### src/rtl/cpu_nios2_qsys_0_mulx_seq.sv
// Sequential 32x32 extended multiplier: four 16x16 partial products are pushed through
// one registered multiplier, then the high word is sign-corrected for mulxsu/mulxss.
module cpu_nios2_qsys_0_mulx_seq (
  input  logic        clk,
  input  logic        reset_n,
  input  logic        start,
  input  logic [1:0]  op,
  input  logic [31:0] src1,
  input  logic [31:0] src2,
  output logic        busy,
  output logic        done,
  output logic [31:0] result
);

  typedef enum logic [2:0] {
    S_IDLE,
    S_MUL0,
    S_MUL1,
    S_MUL2,
    S_MUL3,
    S_DRAIN,
    S_CORR,
    S_DONE
  } state_t;

  state_t      state_q, state_d;
  logic [31:0] a_q, a_d;
  logic [31:0] b_q, b_d;
  logic [1:0]  op_q, op_d;
  logic [63:0] acc_q, acc_d;
  logic [31:0] pp_q, pp_d;
  logic [31:0] result_q, result_d;
  logic [15:0] mul_a, mul_b;
  logic [31:0] hi_corr;

  always_ff @(posedge clk or negedge reset_n) begin
    if (!reset_n) begin
      state_q  <= S_IDLE;
      a_q      <= 32'h0;
      b_q      <= 32'h0;
      op_q     <= 2'b00;
      acc_q    <= 64'h0;
      pp_q     <= 32'h0;
      result_q <= 32'h0;
    end else begin
      state_q  <= state_d;
      a_q      <= a_d;
      b_q      <= b_d;
      op_q     <= op_d;
      acc_q    <= acc_d;
      pp_q     <= pp_d;
      result_q <= result_d;
    end
  end

  always_comb begin
    state_d  = state_q;
    a_d      = a_q;
    b_d      = b_q;
    op_d     = op_q;
    acc_d    = acc_q;
    result_d = result_q;
    mul_a    = 16'h0;
    mul_b    = 16'h0;

    // Two's-complement fix-up of the unsigned high word: a signed operand with its
    // top bit set contributes -2^32 times the other operand.
    hi_corr = acc_q[63:32];
    if (op_q[1] && a_q[31])
      hi_corr = hi_corr - b_q;
    if ((op_q == 2'b11) && b_q[31])
      hi_corr = hi_corr - a_q;

    case (state_q)
      S_IDLE, S_DONE: begin
        if (start) begin
          a_d     = src1;
          b_d     = src2;
          op_d    = op;
          acc_d   = 64'h0;
          state_d = S_MUL0;
        end else begin
          state_d = S_IDLE;
        end
      end
      S_MUL0: begin
        mul_a   = a_q[15:0];
        mul_b   = b_q[15:0];
        state_d = S_MUL1;
      end
      S_MUL1: begin
        mul_a   = a_q[31:16];
        mul_b   = b_q[15:0];
        acc_d   = acc_q + {32'h0, pp_q};
        state_d = S_MUL2;
      end
      S_MUL2: begin
        mul_a   = a_q[15:0];
        mul_b   = b_q[31:16];
        acc_d   = acc_q + ({32'h0, pp_q} << 16);
        state_d = S_MUL3;
      end
      S_MUL3: begin
        mul_a   = a_q[31:16];
        mul_b   = b_q[31:16];
        acc_d   = acc_q + ({32'h0, pp_q} << 16);
        state_d = S_DRAIN;
      end
      S_DRAIN: begin
        acc_d   = acc_q + {pp_q, 32'h0};
        state_d = S_CORR;
      end
      S_CORR: begin
        result_d = (op_q == 2'b00) ? acc_q[31:0] : hi_corr;
        state_d  = S_DONE;
      end
      default: state_d = S_IDLE;
    endcase
  end

  // Single shared multiplier; its output lands in pp_q one cycle after issue.
  assign pp_d = {16'h0, mul_a} * {16'h0, mul_b};

  assign busy   = (state_q != S_IDLE) && (state_q != S_DONE);
  assign done   = (state_q == S_DONE);
  assign result = result_q;

endmodule

### config.mk
export PLATFORM = sky130hd
export DESIGN_NAME = cpu_nios2_qsys_0_mulx_seq
export DESIGN_NICKNAME = d
export VERILOG_FILES = /design/src/rtl/cpu_nios2_qsys_0_mulx_seq.sv
export SDC_FILE = /design/constraint.sdc
export NUM_CORES = 1
export LEC_CHECK = 0
export CAP_MARGIN = 5
export CORE_ASPECT_RATIO = 0.75
export CORE_MARGIN = 1.5
export CORE_UTILIZATION = 64
export DETAILED_ROUTE_END_ITERATION = 6
export GPL_TIMING_DRIVEN = 0
export PLACE_DENSITY = 0.8
export SYNTH_ARGS = -nofsm -noshare
export SYNTH_HDL_FRONTEND = slang
export SYNTH_SLANG_ARGS = --single-unit
### constraint.sdc
create_clock -name clk -period 8.6 [get_ports clk]
set_input_delay 1.29 -clock clk [delete_from_list [all_inputs] [get_ports clk]]
set_output_delay 1.29 -clock clk [all_outputs]
set_load 0.02 [all_outputs]
==> impl_metrics.ini <==
[status]
outcome = complete, but fails checks
violations = DRC, slew limit

[layout]
nets = 3727
layout-drive-gt1-share = 0.0761
area_growth_pct = 11.3

[global_routing]
grt_max_degree = 109
grt_pass1_vias = 24600
overflow = 0
grt_pass1_wl_um = 149000
track_usage = 0.493
antenna_found_initial = 5

[clock_tree]
insertion_delay_ns = 0.48
path_clk_slew_ns = 0.08
htreeDepth = 4
clk_path_buf_depth = 2
numCtsBuffers = 17
cts_tree = done
holdBufCountCts = 0
cts.sink_count = 197
cts_root_buffer = clkbuf_16

[worst_hold_path]
min_from = result[25]
min_to = result[25]
hp-class = reg -> reg
whs_path_depth = 2

[detailed_routing]
ant_nets = 0
met2WireLength_um = 39100
top_layer_used = met5
drt_iter0_drc = 4001
viasPerCell = 6.95
postRouteWirelength_um = 102000
firstDrtPassIters = 7
drc = 215
wl_met3_um = 17700
via_count = 25900
drt-met1-wl_um = 38900
routedWlPerCell_um = 27.5

[logic_synthesis]
synth_edf_count = 0
async_flop_share = 1.00
muxShareOfSynthArea = 0.0355
synth_area_um2 = 25600
syn_inst = 3043
syn_area_per_cell_um2 = 8.42
yosysWarnings = 0
synth.distinct_cells = 78
synth-main-ff-cell = dfrtp_1
syn_nets = 3576
synth-xor-area-share = 0.0550
synth_compound_area_frac = 0.215
ys_ff_latch = 197
yosys.area_share.simple = 0.153
synth_top_family_by_area = adder cells
yosysSeqAreaShare = 0.192
synthAdderAreaFrac = 0.285

[critical_path]
crit_type = reg -> reg
r2r-start = state_q[2]
path_max_fanout = 10
end_kind = flop
crit_path_frequent_cell = fa_1
cp_slowest_cell = fa_1
timing.rr.end = pp_q[30]
reg2reg_depth = 29
critPathRequiredTime_ns = 8.94
slowest_delay_ns = 0.61
r2r_slack_ns = 0.11
critical_path_arrival_ns = 8.84
start_kind = flop

[sta]
finClkSkew_ns = 0.0160
tightest_slew_ns = 1.50
min_period_over_period = 0.988
maxSlewHeadroom = -0.0000804
fmax_mhz = 118
drv_slew = 9
whs_ns = 0.487
period_minus_slack_ns = 8.49
setup_tns_ns = 0
setup_violations = 0
rsz0062_at_grt = yes
finalHoldViolations = 0

[floorplan]
io_pins = 103
core-area_um2 = 39500
rows = 63
die_h_um = 176
initial_utilization = 0.649
die_area_um2 = 41300
die_x_um = 234

[place]
port_buffers = 102
dp_hpwl_um = 81200
place.gp.congestion = 1.10

[run]
drv_cap = 0
-- layout make-up --
cell class	count	area, um2
clock buffer	17	425
antenna	3	7.51
inverter	328	1230
timing repair buffer	135	1310
fill	2941	11000
tap	520	651
multi-input combinational	2415	19300
buffer	100	444
clock inverter	15	180
sequential	197	4930
-- synthesized netlist by cell type, types with 70 or more instances --
cell type | n | area share
nor2_1 | 271 | 0.040
o21ai_0 | 160 | 0.031
xnor2_1 | 109 | 0.037
mux2_2 | 70 | 0.031
a21o_1 | 93 | 0.027
inv_1 | 328 | 0.048
a21oi_1 | 166 | 0.032
clkbuf_1 | 87 | 0.013
dfrtp_1 | 197 | 0.19
ha_1 | 265 | 0.13
fa_1 | 199 | 0.16
nand2_1 | 350 | 0.051
-- kinds of logic after synthesis --
logic type | after synthesis
mux | 82
flops | 197
buf+inv | 431
xor+xnor | 161
simple gates | 884
compound gates | 824
fa+ha+maj | 464
-- worst max path at each step --
stage / from / end / slack [ns] / cells after the start
final: state_q[2] / pp_q[30] / 0.11 / 29
after global routing: state_q[2] / pp_q[30] / -0.05 / 29
after CTS: state_q[0] / pp_q[30] / 0.01 / 29
after detailed placement: state_q[2] / pp_q[31] / -0.89 / 28
after global placement: reset_n / pp_q[23] / -2.12 / 1
after floorplan: state_q[0] / pp_q[30] / 1.18 / 30
-- routing by layer --
metal / up-vias / GRT usage
met4: 10 / 0.240
met2: 2132 / 0.657
li1: 10900 / -
met5: - / 0
met1: 12300 / 0.657
met3: 552 / 0.245
-- layout by cell type (no fill, tap or decap), types with 21 or more instances in the layout --
master / netlist / final
o21ai_0: 160 / 156
nor3_1: 39 / 39
fa_1: 199 / 199
ha_1: 265 / 264
dfrtp_1: 197 / 197
a211oi_1: 21 / 21
o21a_1: 29 / 29
o21bai_1: 31 / 31
a21o_1: 93 / 93
nand4_1: 22 / 22
xnor2_1: 109 / 109
a22o_1: 31 / 22
a22oi_1: 58 / 35
nand2b_1: 27 / 27
nor2_1: 271 / 270
nand3_1: 46 / 46
clkbuf_1: 87 / 62
and2_1: 22 / 22
inv_1: 328 / 328
a21oi_1: 166 / 165
and3_1: 33 / 33
clkdlybuf4s50_1: 0 / 101
nand2_1: 350 / 348
a22oi_2: 0 / 23
xor2_1: 52 / 52
mux2_2: 70 / 70
a31oi_1: 40 / 39
buf_4: 0 / 31
-- per-stage QoR --
| stage | util | setup slack (ns) | cell area (um2) | instances |
|---|---|---|---|---|
| global route | 0.722 | -0.0509 | 28500 | 3727 |
| global placement | 0.691 | -2.12 | 27300 | 3665 |
| floorplan | - | 1.18 | 25600 | 3043 |
| finish | 0.722 | 0.106 | 28500 | 3730 |
| CTS | 0.711 | 0.0103 | 28100 | 3703 |
| detailed placement | 0.692 | -0.890 | 27300 | 3667 |
-- registers in the layout (all words and copies together) (netlist names) --
name / flops
acc_q: 64
op_q: 2
a_q: 32
result: 32
b_q: 32
state_q: 3
pp_q: 32
-- critical path: cells and delay by family, from the launching register on --
family | cells | cell delay (ns)
AND/OR/NAND/NOR | 4 | 0.84
XOR/XNOR | 1 | 0.16
AO/OA/AOI/OAI | 10 | 1.95
adder cells (fa/ha/maj) | 7 | 3.68
buffers and inverters | 7 | 1.26
flip-flops | 1 | 0.43
-- timing repair --
action	in CTS	in global routing
pin swaps	3	13
endpoints found under the hold margin	0	0
gates resized for setup	41	84
endpoints found under the setup margin	13	4
setup buffers	6	25
Power is left out: the tool's default activity adds up to more than one toggle a clock period on the data nets, which glitch-free logic cannot reach.
